==> src/rtl/jk_bank_arbiter_if.sv <==
// Command/handshake bundle between two control masters and the shared JK bank arbiter.
// The master side drives commands; the slave side (arbiter) returns ready/status and bank state.
interface jk_bank_arbiter_if #(
  parameter int WIDTH = 8,
  parameter int CNT_W = 4
);
  logic             req0_valid;
  logic             req0_ready;
  logic [1:0]       req0_op;
  logic [WIDTH-1:0] req0_mask;
  logic [CNT_W-1:0] req0_rpt;
  logic             req1_valid;
  logic             req1_ready;
  logic [1:0]       req1_op;
  logic [WIDTH-1:0] req1_mask;
  logic [CNT_W-1:0] req1_rpt;
  logic [WIDTH-1:0] q;
  logic             busy;
  logic             grant_id;
  logic             done;

  modport master (
    output req0_valid, req0_op, req0_mask, req0_rpt,
    output req1_valid, req1_op, req1_mask, req1_rpt,
    input  req0_ready, req1_ready, q, busy, grant_id, done
  );

  modport slave (
    input  req0_valid, req0_op, req0_mask, req0_rpt,
    input  req1_valid, req1_op, req1_mask, req1_rpt,
    output req0_ready, req1_ready, q, busy, grant_id, done
  );
endinterface

==> src/rtl/jk_bank_arbiter.sv <==
// Round-robin arbiter owning a WIDTH-bit JK flip-flop bank; each granted command drives
// J/K of the masked bits for rpt+1 consecutive edges, then pulses done.
//
// state   | meaning
// IDLE    | arbitrating; ready offered to the winning valid requester
// EXEC    | applying the latched op once per edge until counter reaches rpt
module jk_bank_arbiter #(
  parameter int WIDTH = 8,
  parameter int CNT_W = 4
) (
  input logic              clk,
  input logic              rst,
  jk_bank_arbiter_if.slave bus
);
  localparam logic [0:0] ST_IDLE = 1'b0;
  localparam logic [0:0] ST_EXEC = 1'b1;

  logic [0:0]       state_q, state_d;
  logic [WIDTH-1:0] q_q, q_d;
  logic [WIDTH-1:0] mask_q, mask_d;
  logic [1:0]       op_q, op_d;
  logic [CNT_W-1:0] rpt_q, rpt_d;
  logic [CNT_W-1:0] cnt_q, cnt_d;
  logic             ptr_q, ptr_d;
  logic             gid_q, gid_d;
  logic             done_q, done_d;

  logic             win;
  logic             acc0;
  logic             acc1;
  logic [WIDTH-1:0] j_vec;
  logic [WIDTH-1:0] k_vec;

  // On a tie the requester that did not win last time gets the grant.
  always_comb begin
    win = 1'b0;
    if (bus.req0_valid && bus.req1_valid) win = ~ptr_q;
    else if (bus.req1_valid)              win = 1'b1;
  end

  // Ready is masked while rst is high so nothing looks accepted during reset.
  assign acc0 = ~rst & (state_q == ST_IDLE) & bus.req0_valid & ~win;
  assign acc1 = ~rst & (state_q == ST_IDLE) & bus.req1_valid &  win;

  assign j_vec = mask_q & {WIDTH{op_q[1]}};
  assign k_vec = mask_q & {WIDTH{op_q[0]}};

  always_comb begin
    state_d = state_q;
    q_d     = q_q;
    mask_d  = mask_q;
    op_d    = op_q;
    rpt_d   = rpt_q;
    cnt_d   = cnt_q;
    ptr_d   = ptr_q;
    gid_d   = gid_q;
    done_d  = 1'b0;
    if (state_q == ST_IDLE) begin
      if (acc0 || acc1) begin
        op_d    = acc1 ? bus.req1_op   : bus.req0_op;
        mask_d  = acc1 ? bus.req1_mask : bus.req0_mask;
        rpt_d   = acc1 ? bus.req1_rpt  : bus.req0_rpt;
        gid_d   = win;
        ptr_d   = win;
        cnt_d   = '0;
        state_d = ST_EXEC;
      end
    end else begin
      q_d   = (j_vec & ~q_q) | (~k_vec & q_q);
      cnt_d = cnt_q + 1'b1;
      // Leave before the counter can wrap when rpt is all ones.
      if (cnt_q == rpt_q) begin
        cnt_d   = '0;
        done_d  = 1'b1;
        state_d = ST_IDLE;
      end
    end
  end

  always_ff @(posedge clk or posedge rst) begin
    if (rst) begin
      state_q <= ST_IDLE;
      q_q     <= '0;
      mask_q  <= '0;
      op_q    <= 2'b00;
      rpt_q   <= '0;
      cnt_q   <= '0;
      ptr_q   <= 1'b1;
      gid_q   <= 1'b0;
      done_q  <= 1'b0;
    end else begin
      state_q <= state_d;
      q_q     <= q_d;
      mask_q  <= mask_d;
      op_q    <= op_d;
      rpt_q   <= rpt_d;
      cnt_q   <= cnt_d;
      ptr_q   <= ptr_d;
      gid_q   <= gid_d;
      done_q  <= done_d;
    end
  end

  assign bus.req0_ready = acc0;
  assign bus.req1_ready = acc1;
  assign bus.q          = q_q;
  assign bus.busy       = (state_q == ST_EXEC);
  assign bus.grant_id   = gid_q;
  assign bus.done       = done_q;
endmodule

==> src/flat_wrapper.sv <==
// flat-port wrapper written by rule: the top's interface ports become plain ports
module jk_bank_arbiter_flat 
#(
  parameter int WIDTH = 8,
  parameter int CNT_W = 4
)
  (clk, rst, bus_req0_valid, bus_req0_op, bus_req0_mask, bus_req0_rpt, bus_req1_valid, bus_req1_op, bus_req1_mask, bus_req1_rpt, bus_req0_ready, bus_req1_ready, bus_q, bus_busy, bus_grant_id, bus_done);
  jk_bank_arbiter_if #(.WIDTH(WIDTH), .CNT_W(CNT_W)) bus_i ();
  input logic clk;
  input logic rst;
  input wire logic [$bits(bus_i.req0_valid)-1:0] bus_req0_valid;
  input wire logic [$bits(bus_i.req0_op)-1:0] bus_req0_op;
  input wire logic [$bits(bus_i.req0_mask)-1:0] bus_req0_mask;
  input wire logic [$bits(bus_i.req0_rpt)-1:0] bus_req0_rpt;
  input wire logic [$bits(bus_i.req1_valid)-1:0] bus_req1_valid;
  input wire logic [$bits(bus_i.req1_op)-1:0] bus_req1_op;
  input wire logic [$bits(bus_i.req1_mask)-1:0] bus_req1_mask;
  input wire logic [$bits(bus_i.req1_rpt)-1:0] bus_req1_rpt;
  output wire logic [$bits(bus_i.req0_ready)-1:0] bus_req0_ready;
  output wire logic [$bits(bus_i.req1_ready)-1:0] bus_req1_ready;
  output wire logic [$bits(bus_i.q)-1:0] bus_q;
  output wire logic [$bits(bus_i.busy)-1:0] bus_busy;
  output wire logic [$bits(bus_i.grant_id)-1:0] bus_grant_id;
  output wire logic [$bits(bus_i.done)-1:0] bus_done;
  assign bus_i.req0_valid = bus_req0_valid;
  assign bus_i.req0_op = bus_req0_op;
  assign bus_i.req0_mask = bus_req0_mask;
  assign bus_i.req0_rpt = bus_req0_rpt;
  assign bus_i.req1_valid = bus_req1_valid;
  assign bus_i.req1_op = bus_req1_op;
  assign bus_i.req1_mask = bus_req1_mask;
  assign bus_i.req1_rpt = bus_req1_rpt;
  assign bus_req0_ready = bus_i.req0_ready;
  assign bus_req1_ready = bus_i.req1_ready;
  assign bus_q = bus_i.q;
  assign bus_busy = bus_i.busy;
  assign bus_grant_id = bus_i.grant_id;
  assign bus_done = bus_i.done;
  jk_bank_arbiter #(.WIDTH(WIDTH), .CNT_W(CNT_W)) u_core (.clk(clk), .rst(rst), .bus(bus_i));
endmodule
==> config.mk <==
export PLATFORM = sky130hd
export DESIGN_NAME = jk_bank_arbiter_flat
export DESIGN_NICKNAME = d
export VERILOG_FILES = /design/src/rtl/jk_bank_arbiter_if.sv /design/src/rtl/jk_bank_arbiter.sv /design/src/flat_wrapper.sv
export SDC_FILE = /design/constraint.sdc
export NUM_CORES = 1
export LEC_CHECK = 0
export CELL_PAD_IN_SITES_DETAIL_PLACEMENT = 0
export CELL_PAD_IN_SITES_GLOBAL_PLACEMENT = 1
export CORE_ASPECT_RATIO = 0.75
export CORE_MARGIN = 3
export CORE_UTILIZATION = 34
export CTS_CLUSTER_SIZE = 20
export DETAILED_ROUTE_END_ITERATION = 8
export PLACE_DENSITY = 0.85
export SLEW_MARGIN = 25
export SYNTH_ARGS = -nofsm -noshare
export SYNTH_HDL_FRONTEND = slang
export SYNTH_SLANG_ARGS = --single-unit
export TNS_END_PERCENT = 30
==> constraint.sdc <==
create_clock -name clk -period 1.9 [get_ports clk]
set_clock_uncertainty 0.15 [all_clocks]
set_input_delay 0.285 -clock clk [delete_from_list [all_inputs] [get_ports clk]]
set_output_delay 0.285 -clock clk [all_outputs]
set_load 0.05 [all_outputs]
==> impl_metrics.ini <==
[status]
status = completed

[synth]
synth.ff_latch_count = 30
seq_area_frac_synth_pct = 56.1
synthMuxAreaShare_pct = 0
synth_area_per_cell_sq_um = 11.6
yosys_warnings = 0
synthDistinctLibCells = 28
synth_top_family_by_area = compound AO/OA/AOI/OAI gates
synthesis.area_sq_mm = 0.00134
synth.top_cell.area_share_pct = 54.2
synth-simple-area-share_pct = 7.19
synth_compound_area_share_pct = 23.4
syn-num-nets = 149
syn_inst = 116
yosys-top-cells-area = dfrtp_1 54%, a222oi_1 10%, inv_1 4.5%
synthAdderAreaFrac_pct = 0.934
synth_xor_area_share_pct = 3.27
synth_top_area_cell = dfrtp_1

[sta]
setup_viol = 0
relSlewSlack_pct = 68.4
rsz0062_at_grt = no
fmax_mhz = 557
worst_pin_slew_ns = 0.469
finalWorstSetupSlack_ns = 0.105
hold_viol = 0
fin_hold_ws_ns = 0.252
slew_violations = 0
min_period_ns = 1.80
fin_crit_sh_pct = 94.5

[setup_path]
cp-startpoint = u_core.bus.busy
arrival_ns = 1.36
r2r-start = u_core.cnt_q[0]
ff2ff_path_depth = 4
worstSetupEndpointType = primary output
crit_fanout = 9
cp_data_required_time_ns = 1.46
start_kind = flop
crit_type = flop to primary output

[routing]
top_layer_used = met4
dr.first_iter.drc_count = 150
antenna_left = 0
drc = 0
via_count = 1192
wl_per_cell_um = 16.0
met2WireLength_mm = 1.69
dr.pass1.iters = 5
met3_length_um = 266
drt-total-wl_mm = 3.56
wl_met1_mm = 1.52
viasPerCell = 5.37

[cells_and_area]
finalNetCount = 202
register_area_sq_um = 753
multi_input_area_sq_um = 478
area_growth_pct = 49.1
drive_gt1_share_pct = 24.7
num_antenna_cells = 0
nFillCells = 334

[flow_run]
cap_violations = 0

[global_routing]
grt_max_degree = 23
grt_pass1_wl_mm = 5.99
antenna_found_initial = 0
global_route.overflow_total = 0
grt_pass1_vias = 1239
grt.total_usage_pct = 17.1

[floorplanning]
num_rows = 19
initial_core_util_pct = 35.9
die_h_um = 60.4
die_x_um = 78.5
io_pins = 45
die_area_sq_mm = 0.00474
core_area_sq_mm = 0.00373

[pwr]
leakage_uw = 0.000943
p_switching_uw = 1430
ir_worst_vdd_mv = 0.808
internal-power_uw = 1910
power_uw = 3340
combPwrFrac_pct = 47.8
clockPowerShare_pct = 15.4
power.share.switching_pct = 42.8
seqPwrFrac_pct = 36.8
power_density_mw_per_mm2 = 1670

[clock_tree]
ctsRootBufferMaster = clkbuf_8
numCtsBuffers = 5
clock_path_buffers = 2
insertion_delay_ns = 0.27
clk_pin_slew_ns = 0.06
htree_levels = 2
post-cts-setup-buffers = 0
cts_tree = yes
cts_sinks = 30

[worst_hold_path]
min-delay-path-class = input port to async pin

[placed_design]
place_ws_ns = -0.0683
hpwl_mm = 2.62
port_buffers = 44
place.gp.congestion = 0.795
## metal layers
layer / track usage, % / vias up
met2: 26.7 / 59
met1: 21.7 / 589
met5: 0 / -
li1: - / 538
met4: 9.23 / 0
met3: 5.34 / 6
## synth_stat cells (all sizes together)
cell type,number
inv,16
o2bb2ai,1
a222oi,14
nor2,2
and2,3
xor2,5
nand2,5
nand2b,1
o41ai,1
a31o,2
a31oi,9
a21o,2
ha,1
o21ai,1
nor3,1
nor3b,1
dfrtp,29
dfstp,1
nand3,1
nor4,1
a21oi,9
o22ai,1
buf,6
and3,2
clkbuf,1
## state kept, by name, summed over array words and instances, names as in the netlist
register / count
u_core.op_q: 2
u_core.bus.busy: 1
u_core.ptr_q: 1
u_core.cnt_q: 4
u_core.bus.grant_id: 1
u_core.rpt_q: 4
u_core.bus.done: 1
u_core.bus.q: 8
u_core.mask_q: 8
## final cells by class
type / count / area share, %
clock inverters: 1 / 0.250
repair buffers: 53 / 27.6
clock buffers: 7 / 4.32
multi-input cells: 63 / 23.9
flip-flops and latches: 30 / 37.7
well taps: 52 / 3.26
inverters: 16 / 3.01
## kinds of logic after synthesis
| logic type | Yosys count |
|---|---|
| xor+xnor | 5 |
| compound gates | 40 |
| simple gates | 17 |
| flops | 30 |
| buf+inv | 23 |
| fa+ha+maj | 1 |
## power groups by stage
stage	clock network (uW)	logic, uW	registers, uW
floorplan	0	715	1580
global placement	0	1550	1210
detailed placement	0	1590	1230
CTS	532	1600	1220
global route	566	1740	1270
finish	514	1590	1230
## metrics by stage
| stage | instances | area, sq um | util, % | TNS (ns) |
|---|---|---|---|---|
| after CTS | 222 | 1990 | 53.3 | 0 |
| final | 222 | 2000 | 53.5 | 0 |
| after global routing | 222 | 2000 | 53.5 | 0 |
| after global placement | 214 | 1900 | 50.8 | 0 |
| after detailed placement | 214 | 1900 | 50.8 | -0.470 |
| after floorplan | 116 | 1340 | - | 0 |
## layout by cell type, fill, tap and decap left out
master / instances
nand2_1: 5
clkbuf_1: 1
clkinv_2: 1
dfrtp_1: 28
dfrtp_2: 1
nor3_1: 1
a222oi_1: 14
and2_2: 3
dfstp_2: 1
o21ai_2: 1
a21o_1: 2
inv_1: 16
clkbuf_8: 6
and3_2: 1
nor4_1: 1
xor2_1: 5
a31o_2: 2
nand2b_2: 1
nor3b_1: 1
a31oi_1: 9
and3_4: 1
o2bb2ai_1: 1
clkdlybuf4s50_1: 31
nor2_1: 1
buf_12: 6
o22ai_1: 1
nor2_4: 1
ha_1: 1
o41ai_2: 1
buf_4: 16
nand3_1: 1
a21oi_1: 9
## path summary, 6_finish.rpt
path	slack, ns	end
max	0.10	bus_req1_ready
min	0.25	u_core.cnt_q[2]
max reg2reg	0.18	u_core.cnt_q[2]
min reg2reg	0.33	u_core.bus.q[5]
max in group asynchronous	0.89	u_core.bus.q[3]
min in group clk	0.33	u_core.bus.q[5]
## repair_timing
action | 4_1_cts | 5_1_grt
hold buffers | 0 | 0
pin swaps | 0 | 0
endpoints found under the setup margin | 2 | 2
endpoints found under the hold margin | 0 | 0
gates resized for setup | 2 | 2
## critical path: stages, from the launching register on
cell and delay [ns]:
dfrtp_2 0.49, nor2_4 0.17, and3_2 0.27, buf_12 0.15
No activity file was read; power rests on OpenSTA's default activity.
